File: src/rtl/spi_pkg.sv
// rtl/spi_pkg.sv - shared types, width defaults and opcodes for the SPI slave
package spi_pkg;

  localparam int IN_WIDTH_DEF  = 10;
  localparam int OUT_WIDTH_DEF = 8;

  localparam logic [1:0] WR_ADDR = 2'b00;
  localparam logic [1:0] WR_DATA = 2'b01;
  localparam logic [1:0] RD_ADDR = 2'b10;
  localparam logic [1:0] RD_DATA = 2'b11;

  typedef enum logic [2:0] {
    IDLE      = 3'd0,
    CHK_CMD   = 3'd1,
    WRITE     = 3'd2,
    READ_ADD  = 3'd3,
    READ_DATA = 3'd4
  } spi_state_t;

  // Progress of the MISO reply inside READ_DATA.
  typedef enum logic [1:0] {
    TX_WAIT  = 2'd0,
    TX_SHIFT = 2'd1,
    TX_DONE  = 2'd2
  } tx_phase_t;

endpackage

File: src/rtl/spi_slave_if.sv
// rtl/spi_slave_if.sv - serial pins plus RAM-side word handshake of the SPI slave
interface spi_slave_if #(
  parameter int IN_WIDTH  = 10,
  parameter int OUT_WIDTH = 8
);

  logic                 SS_n;
  logic                 MOSI;
  logic                 MISO;
  logic [IN_WIDTH-1:0]  rx_data;
  logic                 rx_valid;
  logic [OUT_WIDTH-1:0] tx_data;
  logic                 tx_valid;

  modport slave (
    input  SS_n, MOSI, tx_data, tx_valid,
    output MISO, rx_data, rx_valid
  );

  modport master (
    output SS_n, MOSI, tx_data, tx_valid,
    input  MISO, rx_data, rx_valid
  );

endinterface

File: src/rtl/spi_shift_rx.sv
// rtl/spi_shift_rx.sv - serial-to-parallel word capture with bit counter and done flag
module spi_shift_rx #(
  parameter int WIDTH = 10
) (
  input  logic             clk,
  input  logic             rst_n,
  input  logic             clear,
  input  logic             shift_en,
  input  logic             mosi,
  output logic [WIDTH-1:0] word,
  output logic             strobe,
  output logic             done,
  output logic             last_bit
);

  logic [WIDTH-2:0] shreg;
  logic [3:0]       bit_cnt;

  // High on the edge that samples the final bit; lets the FSM act in the same cycle.
  assign last_bit = shift_en && !done && (bit_cnt == 4'(WIDTH - 1));

  always_ff @(posedge clk) begin
    if (!rst_n) begin
      shreg   <= '0;
      bit_cnt <= '0;
      word    <= '0;
      strobe  <= 1'b0;
      done    <= 1'b0;
    end else if (clear) begin
      shreg   <= '0;
      bit_cnt <= '0;
      strobe  <= 1'b0;
      done    <= 1'b0;
    end else begin
      strobe <= 1'b0;
      if (shift_en && !done) begin
        shreg <= {shreg[WIDTH-3:0], mosi};
        if (last_bit) begin
          word    <= {shreg, mosi};
          strobe  <= 1'b1;
          done    <= 1'b1;
          bit_cnt <= '0;
        end else begin
          bit_cnt <= bit_cnt + 4'd1;
        end
      end
    end
  end

endmodule

File: src/rtl/spi_slave.sv
// rtl/spi_slave.sv - SPI slave front end for a RAM; assertions under SPI_SLAVE_SVA_EN
module spi_slave
  import spi_pkg::*;
#(
  parameter int IN_WIDTH  = IN_WIDTH_DEF,
  parameter int OUT_WIDTH = OUT_WIDTH_DEF
) (
  input logic        clk,
  input logic        rst_n,
  spi_slave_if.slave bus
);

  localparam int TXC_W = $clog2(OUT_WIDTH);

  spi_state_t           state;
  tx_phase_t            tx_phase;
  logic                 rd_addr_done;
  logic                 miso_q;
  logic [OUT_WIDTH-2:0] tx_sh;
  logic [TXC_W-1:0]     tx_cnt;

  logic shift_en;
  logic rx_strobe;
  logic rx_done;
  logic rx_last;

  assign shift_en = !bus.SS_n &&
                    (state == WRITE || state == READ_ADD || state == READ_DATA);

  spi_shift_rx #(
    .WIDTH(IN_WIDTH)
  ) u_rx (
    .clk      (clk),
    .rst_n    (rst_n),
    .clear    (bus.SS_n),
    .shift_en (shift_en),
    .mosi     (bus.MOSI),
    .word     (bus.rx_data),
    .strobe   (rx_strobe),
    .done     (rx_done),
    .last_bit (rx_last)
  );

  assign bus.rx_valid = rx_strobe;
  assign bus.MISO     = miso_q;

  always_ff @(posedge clk) begin
    if (!rst_n) begin
      state        <= IDLE;
      tx_phase     <= TX_WAIT;
      rd_addr_done <= 1'b0;
      miso_q       <= 1'b0;
      tx_sh        <= '0;
      tx_cnt       <= '0;
    end else if (bus.SS_n) begin
      // Frame end: rd_addr_done survives so a read address can pair with the next frame.
      state    <= IDLE;
      tx_phase <= TX_WAIT;
      miso_q   <= 1'b0;
      tx_sh    <= '0;
      tx_cnt   <= '0;
    end else begin
      case (state)
        IDLE:     state <= CHK_CMD;
        CHK_CMD: begin
          if (!bus.MOSI)        state <= WRITE;
          else if (rd_addr_done) state <= READ_DATA;
          else                   state <= READ_ADD;
        end
        WRITE:    state <= WRITE;
        READ_ADD: begin
          if (rx_last) rd_addr_done <= 1'b1;
        end
        READ_DATA: begin
          case (tx_phase)
            TX_WAIT: begin
              if (rx_done && bus.tx_valid) begin
                miso_q   <= bus.tx_data[OUT_WIDTH-1];
                tx_sh    <= bus.tx_data[OUT_WIDTH-2:0];
                tx_cnt   <= '0;
                tx_phase <= TX_SHIFT;
              end
            end
            TX_SHIFT: begin
              if (tx_cnt == TXC_W'(OUT_WIDTH - 1)) begin
                miso_q       <= 1'b0;
                rd_addr_done <= 1'b0;
                tx_phase     <= TX_DONE;
              end else begin
                miso_q <= tx_sh[OUT_WIDTH-2];
                tx_sh  <= {tx_sh[OUT_WIDTH-3:0], 1'b0};
                tx_cnt <= tx_cnt + 1'b1;
              end
            end
            default: miso_q <= 1'b0;
          endcase
        end
        default: state <= IDLE;
      endcase
    end
  end

`ifdef SPI_SLAVE_SVA_EN
  a_rx_valid_pulse : assert property (@(posedge clk) disable iff (!rst_n)
    bus.rx_valid |=> !bus.rx_valid);

  a_ss_high_idle : assert property (@(posedge clk)
    (rst_n && bus.SS_n) |=> (state == IDLE));

  a_miso_quiet : assert property (@(posedge clk) disable iff (!rst_n)
    bus.MISO |-> (state == READ_DATA && tx_phase == TX_SHIFT));
`else
`endif

endmodule

File: src/flat_wrapper.sv
// flat-port wrapper written by rule: the top's interface ports become plain ports
module spi_slave_flat import spi_pkg::*;
#(
  parameter int IN_WIDTH  = IN_WIDTH_DEF,
  parameter int OUT_WIDTH = OUT_WIDTH_DEF
)
  (clk, rst_n, bus_SS_n, bus_MOSI, bus_tx_data, bus_tx_valid, bus_MISO, bus_rx_data, bus_rx_valid);
  spi_slave_if #(.IN_WIDTH(IN_WIDTH), .OUT_WIDTH(OUT_WIDTH)) bus_i ();
  input logic clk;
  input logic rst_n;
  input wire logic [$bits(bus_i.SS_n)-1:0] bus_SS_n;
  input wire logic [$bits(bus_i.MOSI)-1:0] bus_MOSI;
  input wire logic [$bits(bus_i.tx_data)-1:0] bus_tx_data;
  input wire logic [$bits(bus_i.tx_valid)-1:0] bus_tx_valid;
  output wire logic [$bits(bus_i.MISO)-1:0] bus_MISO;
  output wire logic [$bits(bus_i.rx_data)-1:0] bus_rx_data;
  output wire logic [$bits(bus_i.rx_valid)-1:0] bus_rx_valid;
  assign bus_i.SS_n = bus_SS_n;
  assign bus_i.MOSI = bus_MOSI;
  assign bus_i.tx_data = bus_tx_data;
  assign bus_i.tx_valid = bus_tx_valid;
  assign bus_MISO = bus_i.MISO;
  assign bus_rx_data = bus_i.rx_data;
  assign bus_rx_valid = bus_i.rx_valid;
  spi_slave #(.IN_WIDTH(IN_WIDTH), .OUT_WIDTH(OUT_WIDTH)) u_core (.clk(clk), .rst_n(rst_n), .bus(bus_i));
endmodule
File: config.mk
export PLATFORM = sky130hd
export DESIGN_NAME = spi_slave_flat
export DESIGN_NICKNAME = d
export VERILOG_FILES = /design/src/rtl/spi_pkg.sv /design/src/rtl/spi_slave_if.sv /design/src/rtl/spi_shift_rx.sv /design/src/rtl/spi_slave.sv /design/src/flat_wrapper.sv
export SDC_FILE = /design/constraint.sdc
export NUM_CORES = 1
export LEC_CHECK = 0
export CAP_MARGIN = 20
export CORE_UTILIZATION = 40
export DETAILED_ROUTE_END_ITERATION = 16
export PLACE_DENSITY = 0.62
export SETUP_SLACK_MARGIN = 0.05
export SLEW_MARGIN = 20
export SYNTH_ARGS = -nofsm -noshare
export SYNTH_HDL_FRONTEND = slang
export SYNTH_SLANG_ARGS = --single-unit
File: constraint.sdc
create_clock -name clk -period 4 [get_ports clk]
set_input_delay 0.8 -clock clk [delete_from_list [all_inputs] [get_ports clk]]
set_output_delay 0.8 -clock clk [all_outputs]
set_load 0.1 [all_outputs]
==> out/results.tsv <==
metric	value	unit
drive_gt1_share	7.46	%
fin_tns_setup	0	ns
max_slew.worst_pin.slew	0.985	ns
grt_first_pass_wirelength	5.30	mm
ir_drop	0.196	mV
post_layout_nonfiller_instances	278	
cts_buffers	5	
chipHeight	68.4	um
antenna_violating_nets_post_route	0	
floorplan.initialDensity	42.9	%
min_tclk_post_route	2.56	ns
synthDominantAreaCellType	dfxtp_1	
placed_cells_incl_taps	270	
most_common_cell_after_layout_fill_and_taps_aside	dfxtp_1	
synth-compound-area-share	14.7	%
hp-class	flop to flop	
clkSlewWorstSetupHoldPaths	0.08	ns
io_buffer_count	24	
grt-ovfl-total	0	
yosys-top-cells-area	dfxtp_1 (48%), nand2_1 (6.6%), mux2i_1 (5.7%)	
syn_to_final_growth	21.6	%
die_area	4680	um2
synth.ff_latch_count	42	
synth_top_area_share	47.6	%
ys_async_sr_fraction	0	%
max_cap_viol_count	0	
antenna_found_initial	0	
yosysUniqueCellTypes	35	
tritoncts_clock_tree	yes	
floorplan.rows	23	
n_antenna_cell	0	
first_global_vias	1147	
ctsHtreeMaxLevel	2	
die_w	68.4	um
max_slew_margin	34.1	%
finalWeightedCongestion	0.726	
syn_area	1770	um2
post_synth_and_or_nand_nor_area_fraction	24.7	%
combinational_family_with_the_most_area_after_synthesis	simple AND/OR/NAND/NOR gates	
synth-warning-count	0	
clock.fmax	390	MHz
netlist_instances	205	
final.setup_skew	0.00526	ns
routed_wirelength	3.21	mm
crit_slowest_cell	clkdlybuf4s50_1	
cp_cell_sequence	clkdlybuf4s50_1	
cp_slowest_stage_delay	1.14	ns
yosys-mux-area-fraction	5.67	%
worst-setup-path-type	flop to primary output	
detailedPlacementHpwl	2.16	mm
multi_input_comb_area	845	um2
post_drt_via_cell_ratio	5.02	
detail_route.first_pass.iterations	4	
drt_iter0_markers	58	
critPathMaxFanout	2	
min_period_over_period	64.1	%
wl_per_cell	11.5	um
final.fill_count	422	
power-per-cell-area	357	nW/um2
seq_area_frac_synth	47.6	%
io_pins	25	
crit_end_category	primary output	
mostFrequentLayoutCells	dfxtp_1 (42), nand2_1 (31), clkdlybuf4s50_1 (24), nor2_1 (22), nand3_1 (14)	
leakagePower	0.000788	uW
clockRootBuffer	clkbuf_8	
cp.required	3.20	ns
grt_start_max_net_pins	23	
setup_viol	0	
cp.arrival	1.76	ns
yosys.area_share.xor_xnor	0	%
avgSynthCellArea	8.61	um2
post_synth_fa_ha_maj_area_fraction	2.83	%
critPathTopFamily	buffers and inverters	
synthFlopType	dfxtp_1	
clock_sink_total	42	
number_of_failing_hold_endpoints_at_the_final_stage	0	
clk-insertion-delay-late	0.29	ns
grt_setup_unrepaired	no	
holdBufCountCts	0	
register_area	841	um2
cts_buffer_depth	2	
slew_violations	0	
gr-usage-all-layers	15.6	%
core_area	4120	um2
buf_inv_stages_crit_path	1	
synth_nets	222	
synth_enable_flop_cells	0	
post_cts.resized_instances	0	
vias	1396	
setup.worst_path.start_class	flop	
finalNetCount	244	
status	finished clean	
residual_drc_count	0	
postCtsSetupBuffers	0	
[routing by layer]
metal	vias up	wire length (um)	GRT usage [%]	part of all wire, %
met1	624	1770	21.9	55
met5	-	0	0	0
met2	19	1300	21.3	40
li1	749	-	-	-
met4	0	38	6.25	1.2
met3	4	100	5.33	3.1
[where the power goes]
group	switching, uW	internal [uW]	total [uW]
sequential	1.75	419	421
combinational	15.3	15.3	30.6
clock	140	174	314
[cell usage after synthesis (all sizes together) (2+ instances only)]
cell type and n:
a211oi 2, a21oi 12, a311oi 6, and2b 2
buf 2, clkbuf 10, dfxtp 42, ha 4
inv 7, mux2i 10, nand2 31, nand2b 4
nand3 14, nor2 23, nor2b 2, nor3 6
o21ai 14, or3 2
[flip-flops by register name, indices dropped and copies added, names as in the netlist]
signal               flops
u_core.bus.MISO          1
u_core.rd_addr_done      1
u_core.state             3
u_core.tx_cnt            3
u_core.tx_phase          2
u_core.tx_sh             7
u_core.u_rx.bit_cnt      4
u_core.u_rx.done         1
u_core.u_rx.shreg        9
u_core.u_rx.strobe       1
u_core.u_rx.word        10
[cells by family after synthesis]
family          after synthesis
compound gates               39
buf+inv                      19
mux                          10
fa+ha+maj                     4
simple gates                 91
flops                        42
[metrics by stage]
step / cell area [um2] / power (uW) / util, % / hold slack (ns) / worst slack, ns
final: 2150 / 765 / 52.2 / 0.469 / 1.44
after global routing: 2150 / 800 / 52.2 / 0.493 / 1.37
after CTS: 2150 / 776 / 52.2 / 0.477 / 1.42
after detailed placement: 2040 / 461 / 49.5 / 0.463 / 1.46
after global placement: 2040 / 461 / 49.5 / 0.448 / 1.48
after floorplan: 1770 / 444 / - / 0.436 / 2.19
[final timing paths]
path                       start              end  slack (ns)  cells after the start
max          u_core.u_rx.word[1]   bus_rx_data[1]        1.44                      1
min              u_core.tx_sh[0]  u_core.tx_sh[0]        0.47                      2
max reg2reg     u_core.tx_cnt[0]  u_core.tx_sh[4]        1.93                      6
min reg2reg      u_core.tx_sh[0]  u_core.tx_sh[0]        0.47                      2
[area by class of cell]
cell class,count,share of cell area [%]
clock buffers,8,5.13
inverters,7,1.22
multi-input cells,144,39.3
flip-flops and latches,42,39.2
well taps,50,2.91
repair buffers,27,12.2
No activity file was read; power rests on OpenSTA's default activity.
